--- src/rtl/bcd_down_timer.sv ---
// Two-digit BCD down timer (99..00) with prescaled TICK input.
// Optional: define BCD_DOWN_TIMER_AUTO_RELOAD_EN to reload the preset on expiry.
module bcd_down_timer #(
    parameter int PRESCALE = 1
) (
    input  logic       CLK,
    input  logic       RST,
    input  logic       TICK,
    input  logic       LOAD,
    input  logic [3:0] LOAD_TENS,
    input  logic [3:0] LOAD_ONES,
    input  logic       START,
    input  logic       PAUSE,
    output logic [3:0] D_TENS,
    output logic [3:0] D_ONES,
    output logic       BUSY,
    output logic       DONE
);

    typedef enum logic [1:0] {
        IDLE,
        RUN,
        PAUSED,
        EXPIRED
    } state_t;

    localparam logic [7:0] PRE_LAST = 8'(PRESCALE - 1);

    state_t     state, state_n;
    logic [3:0] tens_n, ones_n;
    logic [3:0] rtens, rones, rtens_n, rones_n;
    logic [7:0] pre, pre_n;
    logic       done_n;
    logic [3:0] dec_tens, dec_ones;
    logic       is_zero, is_one;

    function automatic logic [3:0] clamp9(input logic [3:0] d);
        return (d > 4'd9) ? 4'd9 : d;
    endfunction

    assign is_zero  = (D_TENS == 4'd0) && (D_ONES == 4'd0);
    assign is_one   = (D_TENS == 4'd0) && (D_ONES == 4'd1);
    assign dec_ones = (D_ONES == 4'd0) ? 4'd9 : D_ONES - 4'd1;
    assign dec_tens = (D_ONES == 4'd0) ? D_TENS - 4'd1 : D_TENS;
    assign BUSY     = (state == RUN) || (state == PAUSED);

    always_ff @(posedge CLK) begin
        if (RST) begin
            state  <= IDLE;
            D_TENS <= 4'd0;
            D_ONES <= 4'd0;
            rtens  <= 4'd0;
            rones  <= 4'd0;
            pre    <= 8'd0;
            DONE   <= 1'b0;
        end else begin
            state  <= state_n;
            D_TENS <= tens_n;
            D_ONES <= ones_n;
            rtens  <= rtens_n;
            rones  <= rones_n;
            pre    <= pre_n;
            DONE   <= done_n;
        end
    end

    always_comb begin
        state_n = state;
        tens_n  = D_TENS;
        ones_n  = D_ONES;
        rtens_n = rtens;
        rones_n = rones;
        pre_n   = pre;
        done_n  = 1'b0;
        if (LOAD) begin
            tens_n  = clamp9(LOAD_TENS);
            ones_n  = clamp9(LOAD_ONES);
            rtens_n = clamp9(LOAD_TENS);
            rones_n = clamp9(LOAD_ONES);
            pre_n   = 8'd0;
            state_n = IDLE;
        end else begin
            unique case (state)
                IDLE: begin
                    if (START && !is_zero)
                        state_n = RUN;
                end
                RUN: begin
                    // PAUSE also swallows a coincident TICK
                    if (PAUSE) begin
                        state_n = PAUSED;
                    end else if (TICK) begin
                        if (pre == PRE_LAST) begin
                            pre_n = 8'd0;
                            if (is_one) begin
                                done_n = 1'b1;
`ifdef BCD_DOWN_TIMER_AUTO_RELOAD_EN
                                tens_n = rtens;
                                ones_n = rones;
`else
                                tens_n  = 4'd0;
                                ones_n  = 4'd0;
                                state_n = EXPIRED;
`endif
                            end else begin
                                tens_n = dec_tens;
                                ones_n = dec_ones;
                            end
                        end else begin
                            pre_n = pre + 8'd1;
                        end
                    end
                end
                PAUSED: begin
                    if (START && !PAUSE)
                        state_n = RUN;
                end
                EXPIRED: begin
                    state_n = EXPIRED;
                end
                default: begin
                    state_n = IDLE;
                end
            endcase
        end
    end

endmodule

--- config.mk ---
export PLATFORM = sky130hd
export DESIGN_NAME = bcd_down_timer
export DESIGN_NICKNAME = d
export VERILOG_FILES = /design/src/rtl/bcd_down_timer.sv
export SDC_FILE = /design/constraint.sdc
export NUM_CORES = 1
export LEC_CHECK = 0
export BUFFER_PORTS_ARGS = -buffer_cell sky130_fd_sc_hd__buf_4
export CORE_MARGIN = 10
export CORE_UTILIZATION = 45
export CTS_BUF_LIST = sky130_fd_sc_hd__clkbuf_4 sky130_fd_sc_hd__clkbuf_8
export DETAILED_ROUTE_END_ITERATION = 16
export PLACE_DENSITY = 0.67
export SLEW_MARGIN = 20
export SYNTH_ARGS = -nofsm -noshare
export SYNTH_HDL_FRONTEND = slang
export SYNTH_SLANG_ARGS = --single-unit
--- constraint.sdc ---
create_clock -name CLK -period 1.9 [get_ports CLK]
set_input_delay 0.38 -clock CLK [delete_from_list [all_inputs] [get_ports CLK]]
set_output_delay 0.38 -clock CLK [all_outputs]
set_load 0.03 [all_outputs]
==> flow_summary.html <==
<table>
<tr><th>Metric</th><th>Value</th></tr>
<tr><th colspan="2">Worst setup path</th></tr>
<tr><td>Highest fanout seen on the critical path</td><td>4</td></tr>
<tr><td>Sequence of cells on the critical path</td><td>inv_1, ha_2, or3b_4, or4_1, a21oi_1, o32ai_1</td></tr>
<tr><td>Peak per-stage delay on the critical path</td><td>around 0.42 ns</td></tr>
<tr><td>Critical Path Slowest Stage Cell</td><td>sky130_fd_sc_hd__or4_1</td></tr>
<tr><td>Endpoint kind of the worst setup timing path</td><td>flip-flop</td></tr>
<tr><td>Data arrival time of the critical path</td><td>2.03 ns</td></tr>
<tr><td>Delay-heaviest family, CP</td><td>simple AND/OR/NAND/NOR gates</td></tr>
<tr><td>Internal reg-to-reg setup slack</td><td>0.07 ns</td></tr>
<tr><td>Data required time at the worst endpoint</td><td>2.10 ns</td></tr>
<tr><td>Launching element type of the critical path</td><td>flip-flop</td></tr>
<tr><td>Critical setup path kind</td><td>flip-flop to flip-flop</td></tr>
<tr><td>Buffers plus inverters on the worst setup path</td><td>1</td></tr>
<tr><th colspan="2">Synth</th></tr>
<tr><td>Synthesized netlist net count</td><td>about 180</td></tr>
<tr><td>Area share of the largest cell type after synthesis</td><td>29.8%</td></tr>
<tr><td>Post-Synthesis Cells</td><td>153</td></tr>
<tr><td>Most used DFF post-synth</td><td>sky130_fd_sc_hd__dfxtp_1</td></tr>
<tr><td>Fraction of registers with async set/reset</td><td>0%</td></tr>
<tr><td>Post-synthesis area per instance</td><td>8.33 µm²</td></tr>
<tr><td>Share of the yosys chip area belonging to registers</td><td>29.8%</td></tr>
<tr><td>Yosys warns</td><td>0</td></tr>
<tr><td>Unique cell type count in the Yosys netlist</td><td>47</td></tr>
<tr><td>Netlist Area Pre-Place</td><td>approximately 0.0013 mm²</td></tr>
<tr><td>Flip-flop and latch count after synthesis</td><td>19</td></tr>
<tr><td>Number of synthesized flops with an enable pin</td><td>0</td></tr>
<tr><td>Top cells by area, synth</td><td>sky130_fd_sc_hd__dfxtp_1 (30%), sky130_fd_sc_hd__ha_1 (8.8%), sky130_fd_sc_hd__nor2_1 (4.1%), sky130_fd_sc_hd__inv_1 (3.5%), sky130_fd_sc_hd__nand2_1 (3.5%)</td></tr>
<tr><td>Post-synthesis cell type with the largest combined area</td><td>sky130_fd_sc_hd__dfxtp_1</td></tr>
<tr><th colspan="2">STA</th></tr>
<tr><td>Maximum operating frequency</td><td>roughly 550 MHz</td></tr>
<tr><td>Slew at the pin with the worst max-slew slack</td><td>~0.46 ns</td></tr>
<tr><td>Unrepaired setup endpoints after global routing</td><td>false</td></tr>
<tr><td>Final setup violation count</td><td>0</td></tr>
<tr><td>Number of pins with negative max-slew slack in the final report</td><td>0</td></tr>
<tr><td>Worst Hold Slack</td><td>~0.32 ns</td></tr>
<tr><td>Worst slew margin relative to its limit</td><td>roughly 70%</td></tr>
<tr><td>Total Neg Setup Slack</td><td>0 ns</td></tr>
<tr><td>Share of the clock period used by the worst path</td><td>96.3%</td></tr>
<tr><td>Final setup skew</td><td>0.00653 ns</td></tr>
<tr><td>Time the worst path needs with I/O delays and setup</td><td>1.83 ns</td></tr>
<tr><td>Final count of hold timing violations</td><td>0</td></tr>
<tr><th colspan="2">Finish</th></tr>
<tr><td>Share of post-route cells with drive strength above 1</td><td>22.8%</td></tr>
<tr><td>Most frequent standard cell in the layout excluding fill and tap cells</td><td>sky130_fd_sc_hd__buf_4</td></tr>
<tr><td>Filler Cell Count</td><td>255</td></tr>
<tr><td>Synthesis-to-layout area growth</td><td>20.2%</td></tr>
<tr><td>Filler-free cell count of the finished design</td><td>211</td></tr>
<tr><td>Highest-count cells in the layout ignoring fill and taps</td><td>sky130_fd_sc_hd__buf_4 (27), sky130_fd_sc_hd__dfxtp_1 (18), sky130_fd_sc_hd__nor2_1 (14), sky130_fd_sc_hd__inv_1 (12), sky130_fd_sc_hd__nand2_1 (12)</td></tr>
<tr><td>Final nets</td><td>204</td></tr>
<tr><td>Inserted Diodes</td><td>0</td></tr>
<tr><th colspan="2">Pwr</th></tr>
<tr><td>Internal Dissipation</td><td>roughly 630 µW</td></tr>
<tr><td>Switch share</td><td>around 34%</td></tr>
<tr><td>Total power divided by cell area</td><td>624 mW/mm²</td></tr>
<tr><td>Clock network fraction of design power</td><td>22.7%</td></tr>
<tr><td>Net switching power of the design</td><td>329 µW</td></tr>
<tr><td>Portion of total power attributed to sequential cells</td><td>between 40% and 50%</td></tr>
<tr><td>Standby leakage power</td><td>0.616 nW</td></tr>
<tr><td>Maximum ir drop on the vdd rail</td><td>0.369 mV</td></tr>
<tr><td>Part of the total power dissipated in combinational logic</td><td>31.1%</td></tr>
<tr><th colspan="2">Clock tree</th></tr>
<tr><td>Buffer count from post-CTS setup fixing</td><td>0</td></tr>
<tr><td>Hold buffer count at CTS</td><td>0</td></tr>
<tr><td>Maximum level of the CTS H-tree</td><td>1</td></tr>
<tr><td>Root Driver</td><td>sky130_fd_sc_hd__clkbuf_4</td></tr>
<tr><td>Cts bufs inserted</td><td>3</td></tr>
<tr><td>Clock tree from TritonCTS</td><td>done</td></tr>
<tr><td>Number of clock sinks</td><td>19</td></tr>
<tr><td>Worst-skew pair later-pin latency</td><td>0.30 ns</td></tr>
<tr><td>Bufs on Longest Clock Path</td><td>2</td></tr>
<tr><td>Clock edge transition at the registers on the reported setup and hold paths</td><td>0.12 ns</td></tr>
<tr><td>Resize count post-CTS</td><td>0</td></tr>
<tr><th colspan="2">Global routing</th></tr>
<tr><td>Via count of the first global-routing pass</td><td>1,216</td></tr>
<tr><td>Overflow after GRT</td><td>0</td></tr>
<tr><td>Number of antenna violations at the first check in global routing</td><td>0</td></tr>
<tr><td>Maximum number of pins on one net before global-route repair</td><td>18</td></tr>
<tr><td>Global router's overall resource usage</td><td>12.9%</td></tr>
<tr><td>First-pass GRT wire length</td><td>5630 µm</td></tr>
<tr><th colspan="2">Routing</th></tr>
<tr><td>Detailed Route Iter0 Violations</td><td>83</td></tr>
<tr><td>Detailed Route WL</td><td>between 3000 and 4000 µm</td></tr>
<tr><td>Routed vias/inst</td><td>6.02</td></tr>
<tr><td>Average wire per standard cell</td><td>between 15 and 20 µm</td></tr>
<tr><td>Antenna-violating nets left</td><td>0</td></tr>
<tr><td>Pre-Repair DR Iteration Count</td><td>4</td></tr>
<tr><td>DRC violations left</td><td>0</td></tr>
<tr><td>Vias after detailed routing</td><td>1,270</td></tr>
<tr><th colspan="2">Die</th></tr>
<tr><td>Height of the chip</td><td>~73 µm</td></tr>
<tr><td>Initial standard-cell utilization of the core</td><td>46.6%</td></tr>
<tr><td>Ports</td><td>24</td></tr>
<tr><td>Core Footprint</td><td>0.00273 mm²</td></tr>
<tr><td>Die X-Extent</td><td>73.2 µm</td></tr>
<tr><td>Area of the die</td><td>0.00536 mm²</td></tr>
<tr><td>Cell Rows</td><td>19</td></tr>
<tr><th colspan="2">Placement</th></tr>
<tr><td>HPWL after detailed placement</td><td>2580 µm</td></tr>
<tr><td>Count of port buffers added during placement</td><td>23</td></tr>
<tr><td>Placed cells</td><td>207</td></tr>
<tr><td>RD Place Congestion</td><td>0.899</td></tr>
<tr><th colspan="2">Run status</th></tr>
<tr><td>Outcome</td><td>complete, no violations</td></tr>
<tr><th colspan="2">Run</th></tr>
<tr><td>Maxcap violations</td><td>0</td></tr>
<tr><th colspan="2">Worst hold path</th></tr>
<tr><td>Worst Hold Class</td><td>primary input to flip-flop</td></tr>
</table>
[routing by layer]
metal  up-vias  part of all wire, %  GRT usage, %
li1        623                    -             -
met1       590                   43          15.4
met2        51                   48          21.2
met3         6                  7.8          3.67
met4         0                  1.3          4.64
met5         -                    0             0
[sequential cells by signal, summed over array words and instances (netlist names)]
signal  flops
D_ONES      4
pre         8
DONE        1
state       2
D_TENS      4
[final timing paths]
path	endpoint	cells past startpoint	startpoint
min	D_ONES[2]	2	RST
min reg2reg	pre[0]	2	pre[0]
max reg2reg	D_TENS[3]	6	D_ONES[1]
max	D_TENS[3]	6	D_ONES[1]
[stage by stage]
stage	power [mW]	utilization, %	area (µm²)	setup slack (ns)
floorplan	0.638	-	1270	0.0458
global placement	0.740	54.9	1500	0.135
detailed placement	0.745	54.9	1500	0.0766
CTS	0.966	55.9	1530	0.0515
global route	1.01	56.1	1530	0.00281
finish	0.957	56.1	1530	0.0695
[synth_stat cells, drive strengths merged (2+ instances only)]
master  count
nor3        5
o211ai      2
nand2b      3
a31oi       3
nand4       3
a311oi      2
and3        4
nor3b       3
ha          9
a21oi       7
xnor2       3
a32oi       2
a211oi      2
inv        12
nand3b      4
o41ai       2
nand2      12
nand3       4
a221oi      3
dfxtp      19
or4         2
or3b        3
o21ai       5
o32ai       2
nor2       14
o21a        2
clkbuf      3
xor2        3
[power by group through the flow]
stage          clock network [mW]  logic [mW]  registers, mW
4_1_cts                     0.229       0.296          0.441
3_5_place_dp                    0       0.295          0.450
2_1_floorplan                   0       0.167          0.471
5_1_grt                     0.239       0.327          0.445
6_report                    0.217       0.298          0.442
3_3_place_gp                    0       0.292          0.449
[kinds of logic after synthesis]
logic type	Yosys count	synth area share, %
XOR/XNOR	6	4.12
AND/OR/NAND/NOR	63	28.8
buffers and inverters	16	4.81
AO/OA/AOI/OAI	38	22.0
adder cells (fa/ha/maj)	9	8.83
multiplexers	2	1.67
flip-flops	19	29.8
[cell type report]
cell class / count / area (µm²) / share of cell area, %
Inverter: 12 / 45.0 / 2.94
Tap cell: 31 / 38.8 / 2.53
Multi-Input combinational cell: 118 / 837 / 54.6
Clock inverter: 1 / 5.00 / 0.327
Sequential cell: 19 / 382 / 24.9
Clock buffer: 3 / 22.5 / 1.47
Timing Repair Buffer: 27 / 203 / 13.2
Power figures use the tool's default switching activity.
